$ cat src/rtl/fifo_pkg.sv
`default_nettype none
// ============================================================================
// Module   : fifo_pkg
// Purpose  : Shared operation and status encodings for the FIFO controller.
// Revision : 1.0 - initial release
// ============================================================================
package fifo_pkg;

    // Operation code is formed as {write_accepted, read_accepted}
    localparam logic [1:0] OP_NOP = 2'b00;
    localparam logic [1:0] OP_RD  = 2'b01;
    localparam logic [1:0] OP_WR  = 2'b10;
    localparam logic [1:0] OP_RW  = 2'b11;

    // Status is encoded directly as the {full, empty} flag pair
    typedef enum logic [1:0] {
        ST_PART  = 2'b00,
        ST_EMPTY = 2'b01,
        ST_FULL  = 2'b10
    } fifo_state_t;

endpackage
`default_nettype wire

$ cat src/rtl/fifo_ptr.sv
`default_nettype none
// ============================================================================
// Module   : fifo_ptr
// Purpose  : W-bit wrapping pointer with increment enable and look-ahead next.
// Revision : 1.0 - initial release
// ============================================================================
module fifo_ptr #(
    parameter int W = 2
) (
    input  logic         clk,
    input  logic         reset,
    input  logic         inc,
    output logic [W-1:0] ptr,
    output logic [W-1:0] next
);

    logic [W-1:0] r_ptr;

    assign next = r_ptr + W'(1);
    assign ptr  = r_ptr;

    always_ff @(posedge clk) begin
        if (reset) begin
            r_ptr <= '0;
        end else if (inc) begin
            r_ptr <= next;
        end
    end

endmodule
`default_nettype wire

$ cat src/rtl/fifo_ctrl.sv
`default_nettype none
// ============================================================================
// Module   : fifo_ctrl
// Purpose  : Pointer, occupancy and status controller for a FWFT FIFO.
//            Optional macro FIFO_CTRL_ERR_EN adds sticky overflow/underflow.
// Revision : 1.0 - initial release
// ============================================================================
module fifo_ctrl
    import fifo_pkg::*;
#(
    parameter int W        = 2,
    parameter int AF_LEVEL = (1 << W) - 1,
    parameter int AE_LEVEL = 1
) (
    input  logic         clk,
    input  logic         reset,
    input  logic         wr,
    input  logic         rd,
`ifdef FIFO_CTRL_ERR_EN
    input  logic         err_clr,
    output logic         overflow,
    output logic         underflow,
`endif
    output logic         wr_en,
    output logic [W-1:0] w_addr,
    output logic [W-1:0] r_addr,
    output logic         full,
    output logic         empty,
    output logic         almost_full,
    output logic         almost_empty,
    output logic [W:0]   count
);

    localparam logic [W:0] c_af_level = (W+1)'(AF_LEVEL);
    localparam logic [W:0] c_ae_level = (W+1)'(AE_LEVEL);
    localparam logic       c_af_rst   = (AF_LEVEL <= 0);
    localparam logic       c_ae_rst   = (AE_LEVEL >= 0);

    fifo_state_t  r_state;
    fifo_state_t  w_state_nxt;
    logic [W:0]   r_count;
    logic [W:0]   w_count_nxt;
    logic         r_almost_full;
    logic         r_almost_empty;
    logic         w_wa;
    logic         w_ra;
    logic [1:0]   w_op;
    logic [W-1:0] w_wptr_next;
    logic [W-1:0] w_rptr_next;

    assign full  = r_state[1];
    assign empty = r_state[0];

    assign w_wa  = wr & ~full;
    assign w_ra  = rd & ~empty;
    assign w_op  = {w_wa, w_ra};
    assign wr_en = w_wa;

    fifo_ptr #(.W(W)) u_wptr (
        .clk   (clk),
        .reset (reset),
        .inc   (w_wa),
        .ptr   (w_addr),
        .next  (w_wptr_next)
    );

    fifo_ptr #(.W(W)) u_rptr (
        .clk   (clk),
        .reset (reset),
        .inc   (w_ra),
        .ptr   (r_addr),
        .next  (w_rptr_next)
    );

    always_comb begin
        w_count_nxt = r_count;
        w_state_nxt = r_state;
        case (w_op)
            OP_WR: begin
                w_count_nxt = r_count + (W+1)'(1);
                // Pointers meeting after a write means the ring is exhausted
                w_state_nxt = (w_wptr_next == r_addr) ? ST_FULL : ST_PART;
            end
            OP_RD: begin
                w_count_nxt = r_count - (W+1)'(1);
                w_state_nxt = (w_rptr_next == w_addr) ? ST_EMPTY : ST_PART;
            end
            default: begin
                w_count_nxt = r_count;
                w_state_nxt = r_state;
            end
        endcase
    end

    always_ff @(posedge clk) begin
        if (reset) begin
            r_state        <= ST_EMPTY;
            r_count        <= '0;
            r_almost_full  <= c_af_rst;
            r_almost_empty <= c_ae_rst;
        end else begin
            r_state        <= w_state_nxt;
            r_count        <= w_count_nxt;
            r_almost_full  <= (w_count_nxt >= c_af_level);
            r_almost_empty <= (w_count_nxt <= c_ae_level);
        end
    end

    assign count        = r_count;
    assign almost_full  = r_almost_full;
    assign almost_empty = r_almost_empty;

`ifdef FIFO_CTRL_ERR_EN
    logic r_overflow;
    logic r_underflow;

    // A new error event on the same edge as err_clr keeps the flag set
    always_ff @(posedge clk) begin
        if (reset) begin
            r_overflow  <= 1'b0;
            r_underflow <= 1'b0;
        end else begin
            if (wr & full) begin
                r_overflow <= 1'b1;
            end else if (err_clr) begin
                r_overflow <= 1'b0;
            end
            if (rd & empty) begin
                r_underflow <= 1'b1;
            end else if (err_clr) begin
                r_underflow <= 1'b0;
            end
        end
    end

    assign overflow  = r_overflow;
    assign underflow = r_underflow;
`endif

endmodule
`default_nettype wire
$ cat config.mk
export PLATFORM = sky130hd
export DESIGN_NAME = fifo_ctrl
export DESIGN_NICKNAME = d
export VERILOG_FILES = /design/src/rtl/fifo_pkg.sv /design/src/rtl/fifo_ptr.sv /design/src/rtl/fifo_ctrl.sv
export SDC_FILE = /design/constraint.sdc
export NUM_CORES = 1
export LEC_CHECK = 0
export CAP_MARGIN = 20
export CELL_PAD_IN_SITES_DETAIL_PLACEMENT = 0
export CELL_PAD_IN_SITES_GLOBAL_PLACEMENT = 1
export CORE_MARGIN = 2
export CORE_UTILIZATION = 35
export CTS_CLUSTER_DIAMETER = 150
export DETAILED_ROUTE_END_ITERATION = 8
export GPL_TIMING_DRIVEN = 0
export MAX_ROUTING_LAYER = met4
export PLACE_DENSITY_LB_ADDON = 0.1
export REMOVE_ABC_BUFFERS = 1
export SYNTH_ARGS = -nofsm -noshare
export SYNTH_HDL_FRONTEND = slang
export SYNTH_SLANG_ARGS = --single-unit
$ cat constraint.sdc
create_clock -name clk -period 3.9 [get_ports clk]
set_clock_uncertainty 0.15 [all_clocks]
set_input_delay 0.78 -clock clk [delete_from_list [all_inputs] [get_ports clk]]
set_output_delay 0.78 -clock clk [all_outputs]
set_load 0.03 [all_outputs]
==> impl_results.md <==
* Critical Path Most Common Cell: clkdlybuf4s50_1
* Area occupied by multi-input gates at ~320 sq um
* IO buf count at 15
* Cell area after synthesis at around 560 sq um
* Total negative slack at 0 ns
* Initial antenna violation count at 0
* Capture point of the worst path: wr_en
* Grt ovf at 0
* Share of cells above drive strength 1 at about a tenth
* Critical-path top delay cell: clkdlybuf4s50_1
* # setup viols final at 0
* CTS tree: yes
* Slew headroom at a little over two thirds
* First-pass GRT wire length at approximately 1.7 mm
* Max Fclk at ~0.31 GHz
* Largest net degree at the start of global routing at 13
* Row Count at 14
* Max-cap violations at 0
* Seq cells post-synth at 11
* CTS Buf Count at 3
* Flop2flop setup slack at 1.49 ns
* Final hold violations at 0
* Largest fanout on the critical path at 4
* Worst Path Buf+Inv at 2
* Die H at approximately 44 microns
* Final Max Slew Viols at 0
* Power per standard cell area at 476 mW/mm^2
* CP top delay family: buffers and inverters
* Crit end category: output port
* Worst min-delay path class: register to register
* Number of buffers added for setup after CTS at 0
* Die area at ~0.0019 sq mm
* Tcrit/Tclk final at about four fifths
* Post-synth cell types at 21
* NumNets Final at 86
* Root Driver: clkbuf_4
* Crit-path max cell delay at 0.73 ns
* Reg2reg start: r_state[1]
* Fill cell count at approximately 150
* Total wire length at approximately 1.0 mm
* CTS Sinks at 11
* Final ANT Viol Nets at 0
* Clock Tree Buf Depth at 2
* RR Endpoint: almost_empty
* RSZ-0062 raised after global routing: false
* Vias/cell at about 4.8
* Worst setup path class: input port to output port
* Ant diodes at 0
* H-tree levels at 1
* Global-route usage over all layers at between 10% and 20%
* Worst path depth at 3
* WP data arrival at around 2.3 ns
* Yosys Warn Count at 0
* DRT iter0 DRCs at 4
* Clock transition at the registers of the reported paths at about 0.070 ns
* Cts hold-fix bufs at 0
* Synth top area share at between 30% and 40%
* Syn_area_per_cell at slightly above 9 sq um
* Sequential cell area at 220 sq um
* Top cells by area, synth: dfxtp_1 (40%), xor2_1 (7.9%), ha_1 (6.8%)
* Gates resized, CTS repair at 0
* Maximum vdd drop at between 0.0002 and 0.00025 V
* Final worst path period need at 3.18 ns
* Worst skew pair latency at roughly 0.27 ns
* Slew @ Worst Pin at 0.455 ns
* WP data required at about 3 ns
* GPL Wtd Cong at 0.681
* Vias in the first global route at between 400 and 500
* Sequential share of the synthesized area at 39.6%
* Ports at 16
* Leakage at slightly below 0.3 nW
* Crit-path cells: clkdlybuf4s50_1 > nor2b_1 > clkdlybuf4s50_1
* Setup crit start: wr
* Crit start category: input port
* Core area at 0.00149 sq mm
* Detail Placement HPWL at between 700 and 800 microns
* Outcome: completed
* Starting Density at a little under two fifths
* Worst Hold Margin at 0.367 ns
* Synth Instances at 61
* Die X at about 44 microns
* Residual DRC at 0
* Initial DRT Pass Iterations at 4
* Layout area overhead at 33.8%
* Wire length per cell at 11.1 microns
* R2R cell count at 9
* Area leader, netlist: dfxtp_1
* Total number of vias at between 400 and 500
## synth_stat cells
master	count
o22ai_1	1
inv_1	2
o21ai_0	3
xnor2_1	3
a21oi_2	3
dfxtp_1	11
a22oi_1	1
and3b_1	1
a21oi_1	4
buf_2	1
nor2b_1	2
clkbuf_1	1
or3_4	1
nand2_1	3
mux2i_1	1
ha_1	3
a221o_1	1
nand2b_1	3
nor2_1	10
xor2_1	5
xor2_2	1
## stage by stage
stage	cell area [sq um]	instances	util (%)	total power, mW	worst slack [ns]
floorplan	547	59	-	0.232	0.733
global placement	717	90	48.2	0.277	0.572
finish	743	94	49.9	0.353	0.719
detailed placement	717	90	48.2	0.279	0.565
global route	743	94	49.9	0.378	0.647
CTS	743	94	49.9	0.360	0.724
## layout make-up
| type | count | share of cell area (%) |
|---|---|---|
| Clock buffer | 4 | 3.54 |
| Inverter | 2 | 1.01 |
| Multi-Input combinational cell | 46 | 42.9 |
| Sequential cell | 11 | 29.6 |
| Tap cell | 16 | 2.69 |
| Timing Repair Buffer | 15 | 20.2 |
## state kept, by name, indices dropped and copies added, names as in the netlist
| name | count |
|---|---|
| almost_empty | 1 |
| almost_full | 1 |
| count | 3 |
| r_state | 2 |
| u_rptr.ptr | 2 |
| u_wptr.ptr | 2 |
## placed cells by master (no fill, tap or decap), drive strengths merged
cell,netlist,layout
o21ai,3,3
nor2b,2,2
a22oi,1,1
nand2b,3,3
dfxtp,11,11
a21oi,7,7
or3,1,1
inv,2,2
o22ai,1,1
xnor2,3,3
mux2i,1,1
a221o,1,1
xor2,6,6
clkbuf,1,4
nand2,3,3
nor2,10,10
ha,3,3
clkdlybuf4s50,0,15
and3b,1,1
## kinds of logic after synthesis
logic type / after synthesis / synth area share [%]
buffers and inverters: 4 / 2.93
AO/OA/AOI/OAI: 13 / 15.3
multiplexers: 1 / 1.80
XOR/XNOR: 9 / 15.5
adder cells (fa/ha/maj): 3 / 6.76
AND/OR/NAND/NOR: 20 / 18.0
flip-flops: 11 / 39.6
## report_power, final
| part | internal, mW | switching [mW] | total (mW) | leakage (nW) |
|---|---|---|---|---|
| Combinational | 0.0591 | 0.0724 | 0.132 | 0.190 |
| Sequential | 0.128 | 0.0160 | 0.144 | 0.0905 |
| Clock | 0.0396 | 0.0385 | 0.0781 | 0.0150 |
| Total | 0.227 | 0.127 | 0.353 | 0.295 |
## worst min path at each step
stage / startpoint / to / slack (ns) / cells after the start
3_3_place_gp: r_state[0] / r_state[0] / 0.34 / 2
4_1_cts: r_state[0] / r_state[0] / 0.37 / 2
2_1_floorplan: count[1] / count[1] / 0.50 / 2
6_report: r_state[0] / r_state[0] / 0.37 / 2
3_5_place_dp: r_state[0] / r_state[0] / 0.35 / 2
5_1_grt: r_state[0] / r_state[0] / 0.43 / 2
## tightest hold or removal path: stages, from the launching register on
cell     delay [ns]
dfxtp_1        0.35
a21oi_1        0.06
o21ai_0        0.07
## layer usage
layer,up-vias,share of wire [%],global-route usage (%)
met1,199,52,16.6
met4,0,1.3,10.9
met3,2,4.6,5.00
li1,236,-,-
met2,12,42,16.2
met5,-,0,-
Power figures use the tool's default switching activity.
